<file path="src/rtl/instr_fetch_ctrl_pkg.sv">
// Shared opcode, state and width constants for the instruction fetch/sequencing controller.
package instr_fetch_ctrl_pkg;

  localparam int DEF_ADDR_W = 13;
  localparam int DEF_DATA_W = 16;
  localparam int DEF_OP_W   = 3;

  localparam logic [DEF_OP_W-1:0] OP_NOP = 3'b000;
  localparam logic [DEF_OP_W-1:0] OP_JMP = 3'b001;
  localparam logic [DEF_OP_W-1:0] OP_JZ  = 3'b010;
  localparam logic [DEF_OP_W-1:0] OP_JNZ = 3'b011;
  localparam logic [DEF_OP_W-1:0] OP_HLT = 3'b111;

  localparam logic [2:0] S_FETCH  = 3'd0;
  localparam logic [2:0] S_DECODE = 3'd1;
  localparam logic [2:0] S_ISSUE  = 3'd2;
  localparam logic [2:0] S_ADV    = 3'd3;
  localparam logic [2:0] S_HALT   = 3'd4;

endpackage

</file>
<file path="src/rtl/instr_fetch_ctrl_branch_resolve.sv">
// Combinational opcode classifier: decides branch/halt/execute class and whether a branch is taken.
module branch_resolve
  import instr_fetch_ctrl_pkg::*;
#(
  parameter int OP_W = DEF_OP_W
) (
  input  logic [OP_W-1:0] opcode,
  input  logic            zero,
  output logic            is_branch,
  output logic            taken,
  output logic            is_halt,
  output logic            is_exec
);

  // NOP is neither a branch nor execute-class; it simply advances the counter.
  always_comb begin
    is_branch = 1'b0;
    taken     = 1'b0;
    is_halt   = 1'b0;
    is_exec   = 1'b0;
    case (opcode)
      OP_NOP: is_branch = 1'b0;
      OP_JMP: begin
        is_branch = 1'b1;
        taken     = 1'b1;
      end
      OP_JZ: begin
        is_branch = 1'b1;
        taken     = zero;
      end
      OP_JNZ: begin
        is_branch = 1'b1;
        taken     = ~zero;
      end
      OP_HLT:  is_halt = 1'b1;
      default: is_exec = 1'b1;
    endcase
  end

endmodule

</file>
<file path="src/rtl/instr_fetch_ctrl.sv">
// Fetch/sequencing controller: fetches from program memory, resolves control flow locally,
// strobes the program counter and hands execute-class instructions to the execute stage.
module instr_fetch_ctrl
  import instr_fetch_ctrl_pkg::*;
#(
  parameter int ADDR_W = DEF_ADDR_W,
  parameter int DATA_W = DEF_DATA_W,
  parameter int OP_W   = DEF_OP_W
) (
  input  logic              CLOCK,
  input  logic              RST_N,
  input  logic [ADDR_W-1:0] PC_ADDR,
  output logic [ADDR_W-1:0] MEM_ADDR,
  output logic              MEM_REQ,
  input  logic              MEM_ACK,
  input  logic [DATA_W-1:0] MEM_DATA,
  output logic [DATA_W-1:0] IR,
  output logic [ADDR_W-1:0] IR_ADDR,
  output logic              LOAD,
  output logic              PC_ADV,
  output logic              EX_VALID,
  input  logic              EX_READY,
  input  logic              ZERO,
  output logic              HALTED
);

  logic [2:0]      state;
  logic            req_armed;
  logic [OP_W-1:0] opcode;
  logic            is_branch;
  logic            taken;
  logic            is_halt;
  logic            is_exec;

  assign opcode   = IR[DATA_W-1 -: OP_W];
  assign MEM_ADDR = PC_ADDR;
  assign IR_ADDR  = IR[ADDR_W-1:0];

  // The request stays low while in reset and rises on the first edge after release,
  // so a late ACK from an abandoned read can never be captured.
  assign MEM_REQ  = (state == S_FETCH) && req_armed;
  assign EX_VALID = (state == S_ISSUE);
  assign PC_ADV   = (state == S_ADV);
  assign HALTED   = (state == S_HALT);

  branch_resolve #(
    .OP_W(OP_W)
  ) u_branch_resolve (
    .opcode   (opcode),
    .zero     (ZERO),
    .is_branch(is_branch),
    .taken    (taken),
    .is_halt  (is_halt),
    .is_exec  (is_exec)
  );

  always_ff @(posedge CLOCK or negedge RST_N) begin
    if (!RST_N) begin
      req_armed <= 1'b0;
    end else begin
      req_armed <= 1'b1;
    end
  end

  // LOAD is only ever set in DECODE and is cleared on every path into FETCH.
  always_ff @(posedge CLOCK or negedge RST_N) begin
    if (!RST_N) begin
      state <= S_FETCH;
      IR    <= '0;
      LOAD  <= 1'b0;
    end else begin
      case (state)
        S_FETCH: begin
          if (MEM_REQ && MEM_ACK) begin
            IR    <= MEM_DATA;
            state <= S_DECODE;
          end
        end
        S_DECODE: begin
          if (is_halt) begin
            state <= S_HALT;
          end else if (is_exec) begin
            state <= S_ISSUE;
          end else begin
            LOAD  <= is_branch & taken;
            state <= S_ADV;
          end
        end
        S_ISSUE: begin
          if (EX_READY) begin
            LOAD  <= 1'b0;
            state <= S_ADV;
          end
        end
        S_ADV: begin
          LOAD  <= 1'b0;
          state <= S_FETCH;
        end
        S_HALT: begin
          state <= S_HALT;
        end
        default: begin
          LOAD  <= 1'b0;
          state <= S_FETCH;
        end
      endcase
    end
  end

  strobes_exclusive: assert property (@(posedge CLOCK) disable iff (!RST_N)
    $onehot0({MEM_REQ, EX_VALID, PC_ADV, HALTED}));

  issue_held: assert property (@(posedge CLOCK) disable iff (!RST_N)
    (EX_VALID && !EX_READY) |=> EX_VALID);

endmodule

</file>
<file path="config.mk">
export PLATFORM = sky130hd
export DESIGN_NAME = instr_fetch_ctrl
export DESIGN_NICKNAME = d
export VERILOG_FILES = /design/src/rtl/instr_fetch_ctrl_pkg.sv /design/src/rtl/instr_fetch_ctrl_branch_resolve.sv /design/src/rtl/instr_fetch_ctrl.sv
export SDC_FILE = /design/constraint.sdc
export NUM_CORES = 1
export LEC_CHECK = 0
export CAP_MARGIN = 15
export CELL_PAD_IN_SITES_DETAIL_PLACEMENT = 1
export CELL_PAD_IN_SITES_GLOBAL_PLACEMENT = 1
export CORE_UTILIZATION = 27
export CTS_BUF_LIST = sky130_fd_sc_hd__clkbuf_4
export DETAILED_ROUTE_END_ITERATION = 10
export MAX_ROUTING_LAYER = met4
export PLACE_DENSITY = 0.91
export SETUP_SLACK_MARGIN = 0.02
export SLEW_MARGIN = 5
export SYNTH_ARGS = -nofsm -noshare
export SYNTH_HDL_FRONTEND = slang
export SYNTH_SLANG_ARGS = --single-unit
</file>
<file path="constraint.sdc">
create_clock -name CLOCK -period 4.51 [get_ports CLOCK]
set_input_delay 0.902 -clock CLOCK [delete_from_list [all_inputs] [get_ports CLOCK]]
set_output_delay 0.902 -clock CLOCK [all_outputs]
set_load 0.02 [all_outputs]
</file>
==> flow_summary.rst, run 1 <==
.. list-table::
   :header-rows: 1

   * - Metric
     - Value
   * - Number of setup violations in the final report
     - 0
   * - Total routed wirelength
     - 2440 microns
   * - Synth Cell Area
     - 1120 sq um
   * - Arrival time of data at the critical path endpoint
     - 1840 ps
   * - Worst R2R Path Depth
     - 3
   * - Antenna diodes
     - 0
   * - Worst-path cell with the longest stage delay
     - sky130_fd_sc_hd__clkdlybuf4s50_1
   * - Routed Antenna Nets
     - 0
   * - Total chip power
     - 1.18 mW
   * - Total number of placement rows
     - 23
   * - Share of post-route cells with drive strength above 1
     - 18.5%
   * - Count of cell instances traversed by the critical path
     - 3
   * - Area added between synthesis and finish
     - 37.8%
   * - Initial antenna violation count
     - 0
   * - Filler Cell Count
     - 426
   * - # Max-Cap Violations
     - 0
   * - Total power per unit cell area
     - 765 nW/um^2
   * - Utilization of the core after routing
     - 38.6%
   * - Register cell area after layout
     - 526 sq um
   * - Share of total power in combinational logic
     - 59.8%
   * - Hold WS
     - 538 ps
   * - Effective utilization at floorplan
     - 28.0%
   * - Minimum clock period
     - 2740 ps
   * - Setup repair bufs after CTS
     - 0
   * - Cell count of the worst hold path
     - 1
   * - Clock tree sinks
     - 21
   * - Pin count of the biggest net entering global routing
     - 22
   * - Maximum vdd ir drop
     - 0.289 mV
   * - Global-route wire length before repair
     - 3880 microns
   * - Data required time at the worst endpoint
     - 3610 ps
   * - Total cell area at the placement stage
     - 1510 sq um
   * - Number of DRC violations after detailed routing
     - 0
   * - Final Hold Vio Count
     - 0
   * - Type of origin of the critical path
     - flop
   * - Most common library cell in the layout ignoring fill and taps
     - sky130_fd_sc_hd__clkdlybuf4s50_1
   * - CTS clock-pin slew for the worst setup and hold paths
     - 110 ps
   * - Power share of the sequential group
     - 31.6%
   * - Status
     - finished clean
   * - Synthesized Nets
     - 123
   * - Clk_lat worst skew
     - 310 ps
   * - Critical Setup Path Class
     - flop to output pin
   * - Most frequent cells in the layout
     - sky130_fd_sc_hd__clkdlybuf4s50_1 (54), sky130_fd_sc_hd__dfrtp_1 (21), sky130_fd_sc_hd__mux2_4 (9)
   * - Final max-slew violation count
     - 0
   * - Final design area excluding fillers
     - 1540 sq um
   * - IO Count
     - 81
   * - Post-detail-place hpwl
     - 1820 microns
   * - Number of distinct standard cells referenced by the synthesized netlist
     - 24
   * - Iteration-0 DRC Markers
     - 19
   * - Net Sw Frac
     - 40.3%
   * - Switching component of the power
     - 0.476 mW
   * - Maximum clock frequency
     - 365 MHz
   * - Post-Syn Instances
     - 89
   * - Clock Tree Buf Depth
     - 2
   * - WP buf/inv
     - 1
   * - Vias in the first global route
     - 827
   * - Cts-stage hold buffer count
     - 0
   * - Clock tree skew after final layout
     - 11.0 ps
   * - Final setup TNS
     - 0 ps
   * - Capturing element type of the critical path
     - output pin
   * - Chip height
     - 66.4 microns
   * - Total number of vias
     - 742
   * - Global-route usage over all layers
     - 12.2%
   * - Leak Pwr
     - 0.669 nW
   * - Critical path fanouts, max
     - 7
   * - Seq/Total Area, Yosys
     - 46.9%
   * - Worst rel slew slack
     - 33.7%
   * - Area of the multi-input gates
     - 380 sq um
   * - Flop and latch count out of synthesis
     - 21
   * - Crit path cell chain
     - and2b_1 > nor2b_1 > clkdlybuf4s50_1
   * - CTS tree
     - built
   * - Mean routed wirelength per cell
     - 14.4 microns
   * - Area of the placeable core
     - 4000 sq um
   * - Clock Power Share
     - 8.6%
   * - Chip width
     - 66.4 microns
   * - Count of input and output buffers
     - 54
   * - Hold WC Path Type
     - flop to flop
   * - Largest incremental delay on the critical path
     - 610 ps
   * - Period Utilization, post-route
     - 60.8%
   * - TritonRoute pass-1 iters
     - 3
   * - Internal
     - 0.705 mW
   * - Cell type group with the largest total delay on the critical path
     - buffers and inverters
   * - Clock tree root driver cell
     - sky130_fd_sc_hd__clkbuf_4
   * - Via count normalized by instance count
     - 4.39
   * - Nets
     - 154
   * - Yosys synthesis warning count
     - 0
   * - Last weighted congestion value of the routability-driven placer
     - 0.724
   * - Syn avg cell area
     - 12.6 sq um
   * - Transition time at the pin with the least slew margin
     - 991 ps
   * - Cells resized by post-CTS repair
     - 0
   * - Area of the die
     - 4410 sq um
   * - Total congestion overflow after global routing
     - 0
   * - Number of buffers added by the clock tree synthesis step
     - 3
   * - Clock H-tree levels
     - 1
   * - Unrepaired setup endpoints after global routing
     - false
==> per-stage QoR <==
stage	worst slack, ps	instances
6_report	1770	169
5_1_grt	1650	169
4_1_cts	1750	169
3_5_place_dp	2110	165
3_3_place_gp	2150	165
2_1_floorplan	2410	89
==> worst reg2reg max path, delay by kind of cell, from the launching register on <==
family        cells  cell delay (ps)
flops             1              530
simple gates      2              560
mux               1              360
==> path summary, 6_finish.rpt <==
| path | start | to | slack, ps |
|---|---|---|---|
| max | state[0] | EX_VALID | 1770 |
| min | LOAD | LOAD | 540 |
| max reg2reg | state[2] | IR[13] | 2940 |
| min reg2reg | LOAD | LOAD | 540 |
| max in group asynchronous | RST_N | IR[15] | 2790 |
| min in group asynchronous | RST_N | state[2] | 1120 |
==> area by class of cell <==
type | instances | area share (%)
Inverter | 1 | 0.243
Tap cell | 50 | 4.06
Timing Repair Buffer | 54 | 35.0
Clock buffer | 4 | 1.95
Multi-Input combinational cell | 39 | 24.7
Sequential cell | 21 | 34.1
==> metal layers <==
metal	vias to the layer above	routed length (microns)	track usage [%]
met5	-	0	-
met1	361	985	14.0
met2	45	1240	20.9
met4	0	22	4.79
met3	4	193	2.41
li1	332	-	-
==> power by group through the flow <==
| stage | registers (mW) | clock network [mW] | logic (mW) |
|---|---|---|---|
| 2_1_floorplan | 0.452 | 0 | 0.380 |
| 3_3_place_gp | 0.368 | 0 | 0.699 |
| 3_5_place_dp | 0.378 | 0 | 0.715 |
| 4_1_cts | 0.376 | 0.106 | 0.717 |
| 5_1_grt | 0.392 | 0.114 | 0.747 |
| 6_report | 0.374 | 0.101 | 0.706 |
==> kinds of logic after synthesis <==
group | count (synthesis) | synth area share, %
simple gates | 14 | 8.94
other cells | 1 | 0.335
flops | 21 | 46.9
xor+xnor | 1 | 0.782
mux | 17 | 20.0
buf+inv | 29 | 19.1
compound gates | 6 | 3.91
==> Yosys cell counts (all sizes together) <==
| cell type | count | area (sq um) |
|---|---|---|
| buf | 27 | 206 |
| dfrtp | 21 | 526 |
| mux2 | 16 | 214 |
| nor2 | 4 | 15.0 |
| nand2 | 3 | 18.8 |
| a21oi | 2 | 10.0 |
| nor2b | 2 | 12.5 |
| a22oi | 1 | 7.51 |
| a32o | 1 | 10.0 |
| and2b | 1 | 7.51 |
| and4b | 1 | 10.0 |
| clkbuf | 1 | 3.75 |
| conb | 1 | 3.75 |
| inv | 1 | 3.75 |
| mux2i | 1 | 10.0 |
| nand3 | 1 | 5.00 |
| nor3b | 1 | 7.51 |
| nor4b | 1 | 23.8 |
| o21a | 1 | 7.51 |
| o32ai | 1 | 8.76 |
| xnor2 | 1 | 8.76 |
==> flip-flops by register name (all words and copies together), names as in the netlist <==
register and cells:
IR 16, req_armed 1, LOAD 1, state 3
Power figures use the tool's default switching activity.
==> run 2, diff against run 1 <==
CORE_UTILIZATION = 25   (was 27)
PLACE_DENSITY = 0.85   (was 0.91)
clock period = 2.61 ns   (was 4.51 ns; I/O delays follow)
==> run 2 against run 1 <==
Against the previous run: register-to-register slack got worse by 1900 ps; combinational power grew 74%; critical path type unchanged; clock power rose by 60%; design area rose by 0.32%; critical path depth stayed put; via count decreased by 0.54%; largest cell class unchanged; sequential share of layout area fell by 0.11 points; global-route usage decreased by 0.084 points; power up 73%; wire length is 5.1% higher; highest routed layer unchanged; first-iteration DRC count grew 47%; cell count grew 0.59%.
==> flow_summary.rst, run 2 (synthesized netlist as in run 1, its figures left out) <==
.. list-table::
   :header-rows: 1

   * - Metric
     - Value
   * - Status
     - finished clean
   * - Clock Tree Buf Depth
     - 2 (unchanged)
   * - Worst-path cell with the longest stage delay
     - sky130_fd_sc_hd__clkdlybuf4s50_1
   * - Final max-slew violation count
     - 0 (unchanged)
   * - Clk_lat worst skew
     - 310 ps (about the same)
   * - Count of input and output buffers
     - 54 (unchanged)
   * - Effective utilization at floorplan
     - 27.0% (-0.97 points)
   * - Maximum vdd ir drop
     - 0.457 mV (+58%)
   * - Area of the placeable core
     - 4140 sq um (+3.6%)
   * - Total number of vias
     - 738 (-0.54%)
   * - Hold WC Path Type
     - flop to flop
   * - IO Count
     - 81 (unchanged)
   * - Number of setup violations in the final report
     - 0 (unchanged)
   * - Leading registers by flop count
     - IR x16, state x3
   * - Crit path cell chain
     - and2b_1 > nor2b_1 > clkdlybuf4s50_1
   * - Clock H-tree levels
     - 1 (unchanged)
   * - Area added between synthesis and finish
     - 38.2%
   * - Critical Setup Path Class
     - flop to output pin
   * - CTS tree
     - built
   * - Capturing element type of the critical path
     - output pin
   * - Minimum clock period
     - 2400 ps
   * - Unrepaired setup endpoints after global routing
     - false
   * - Leak Pwr
     - 0.673 nW (+0.62%)
   * - Chip height
     - 68.9 microns (+3.8%)
   * - Cell count of the worst hold path
     - 1 (unchanged)
   * - Via count normalized by instance count
     - 4.34 (-1.1%)
   * - Most common library cell in the layout ignoring fill and taps
     - sky130_fd_sc_hd__clkdlybuf4s50_1
   * - Total power per unit cell area
     - 1320 nW/um^2 (+72%)
   * - Total routed wirelength
     - 2570 microns (+5.1%)
   * - Utilization of the core after routing
     - 37.3% (-1.2 points)
   * - Period Utilization, post-route
     - 91.9%
   * - Final Hold Vio Count
     - 0 (unchanged)
   * - Cts-stage hold buffer count
     - 0 (unchanged)
   * - Number of DRC violations after detailed routing
     - 0 (unchanged)
   * - TritonRoute pass-1 iters
     - 2 (-1)
   * - Slack of the worst reg-to-reg path
     - 1000 ps (-1940 ps)
   * - Total cell area at the placement stage
     - 1520 sq um (+0.50%)
   * - Global-route usage over all layers
     - 12.1% (-0.084 points)
   * - Endpoint of the worst setup timing path
     - EX_VALID
   * - Source of the critical timing path
     - state[0]
   * - Vias in the first global route
     - 825 (-0.24%)
   * - Reg-to-reg startpoint
     - state[0]
   * - Cells resized by post-CTS repair
     - 0 (unchanged)
   * - Initial antenna violation count
     - 0 (unchanged)
   * - Number of buffers added by the clock tree synthesis step
     - 3 (unchanged)
   * - Filler Cell Count
     - 446 (+4.7%)
   * - Data required time at the worst endpoint
     - 2090 ps (-1520 ps)
   * - WP buf/inv
     - 1 (unchanged)
   * - Chip width
     - 68.9 microns (+3.8%)
   * - Clock tree sinks
     - 21 (unchanged)
   * - Flip-flop count of the largest register, all copies and words added
     - 16 (unchanged)
   * - Total congestion overflow after global routing
     - 0 (unchanged)
   * - Count of cell instances traversed by the critical path
     - 3 (unchanged)
   * - Worst R2R Path Depth
     - 3 (unchanged)
   * - Nets
     - 155 (+0.65%)
   * - Clock tree skew after final layout
     - 11.5 ps (+0.510 ps)
   * - Most frequent cells in the layout
     - sky130_fd_sc_hd__clkdlybuf4s50_1 (54), sky130_fd_sc_hd__dfrtp_1 (21), sky130_fd_sc_hd__mux2_4 (9)
   * - Global-route wire length before repair
     - 3970 microns (+2.1%)
   * - Largest incremental delay on the critical path
     - 620 ps (about the same)
   * - Maximum clock frequency
     - 417 MHz
   * - Antenna diodes
     - 0 (unchanged)
   * - Post-detail-place hpwl
     - 1900 microns (+4.5%)
   * - CTS clock-pin slew for the worst setup and hold paths
     - 130 ps (+20 ps)
   * - Arrival time of data at the critical path endpoint
     - 1880 ps (+40 ps)
   * - Iteration-0 DRC Markers
     - 28 (+9)
   * - Pin count of the biggest net entering global routing
     - 22 (unchanged)
   * - Worst Setup Slack, final
     - 211 ps (-1560 ps)
   * - Register with the most flip-flops
     - IR
   * - Share of post-route cells with drive strength above 1
     - 19.2% (+0.68 points)
   * - Type of origin of the critical path
     - flop
   * - Placement Setup Slack
     - 563 ps (-1540 ps)
   * - Total number of placement rows
     - 23 (unchanged)
   * - Routed Antenna Nets
     - 0 (unchanged)
   * - Clock tree root driver cell
     - sky130_fd_sc_hd__clkbuf_4
   * - Mean routed wirelength per cell
     - 15.1 microns (+4.5%)
   * - # Max-Cap Violations
     - 0 (unchanged)
   * - Cell type group with the largest total delay on the critical path
     - buffers and inverters
   * - Area of the die
     - 4750 sq um (+7.8%)
   * - Setup repair bufs after CTS
     - 0 (unchanged)
   * - Final setup TNS
     - 0 ps (unchanged)
   * - R2R Path End
     - IR[9]
   * - Final design area excluding fillers
     - 1550 sq um (+0.32%)
   * - Last weighted congestion value of the routability-driven placer
     - 0.611 (-16%)
   * - Critical path fanouts, max
     - 7 (unchanged)
-- run 2: through the flow --
| stage | hold WS (ps) | cells | total power, mW |
|---|---|---|---|
| final | 515 | 170 | 2.04 |
| after floorplan | 226 | 89 | 1.44 |
| after detailed placement | 491 | 166 | 1.89 |
| after global placement | 495 | 166 | 1.84 |
| after CTS | 523 | 170 | 2.07 |
| after global routing | 560 | 170 | 2.17 |
-- run 2: report_power, final --
part           internal, mW  switching (mW)
sequential            0.477           0.170
combinational         0.672           0.559
clock                0.0573           0.105
total                  1.21           0.833
-- run 2: layer usage --
metal / part of all wire [%] / routed length (microns) / global-route usage (%) / vias to the layer above
li1: - / - / - / 334
met1: 40 / 1020 / 13.7 / 352
met2: 52 / 1330 / 20.4 / 50
met3: 7.8 / 199 / 2.63 / 2
met4: 0.55 / 14 / 5.61 / 0
met5: 0 / 0 / - / -
-- run 2: cell type report --
type / count / area (sq um) / share of cell area (%)
multi-input cells: 39 / 380 / 24.6
flip-flops and latches: 21 / 526 / 34.0
clock buffers: 3 / 22.5 / 1.46
inverters: 1 / 3.75 / 0.243
clock inverters: 1 / 5.00 / 0.323
repair buffers: 55 / 548 / 35.4
well taps: 50 / 62.6 / 4.04
-- run 2: worst min-delay path by stage --
stage	from	endpoint	slack [ps]
after floorplan	RST_N	IR[0]	230
after global placement	LOAD	LOAD	500
after detailed placement	LOAD	LOAD	490
after CTS	LOAD	LOAD	520
after global routing	RST_N	req_armed	560
final	LOAD	LOAD	520
==> run 3, diff against run 2 <==
SLEW_MARGIN = 25   (was 5)
==> results of run 3 <==
Same layout as run 2: the final DEF is identical, and so are final timing and power.
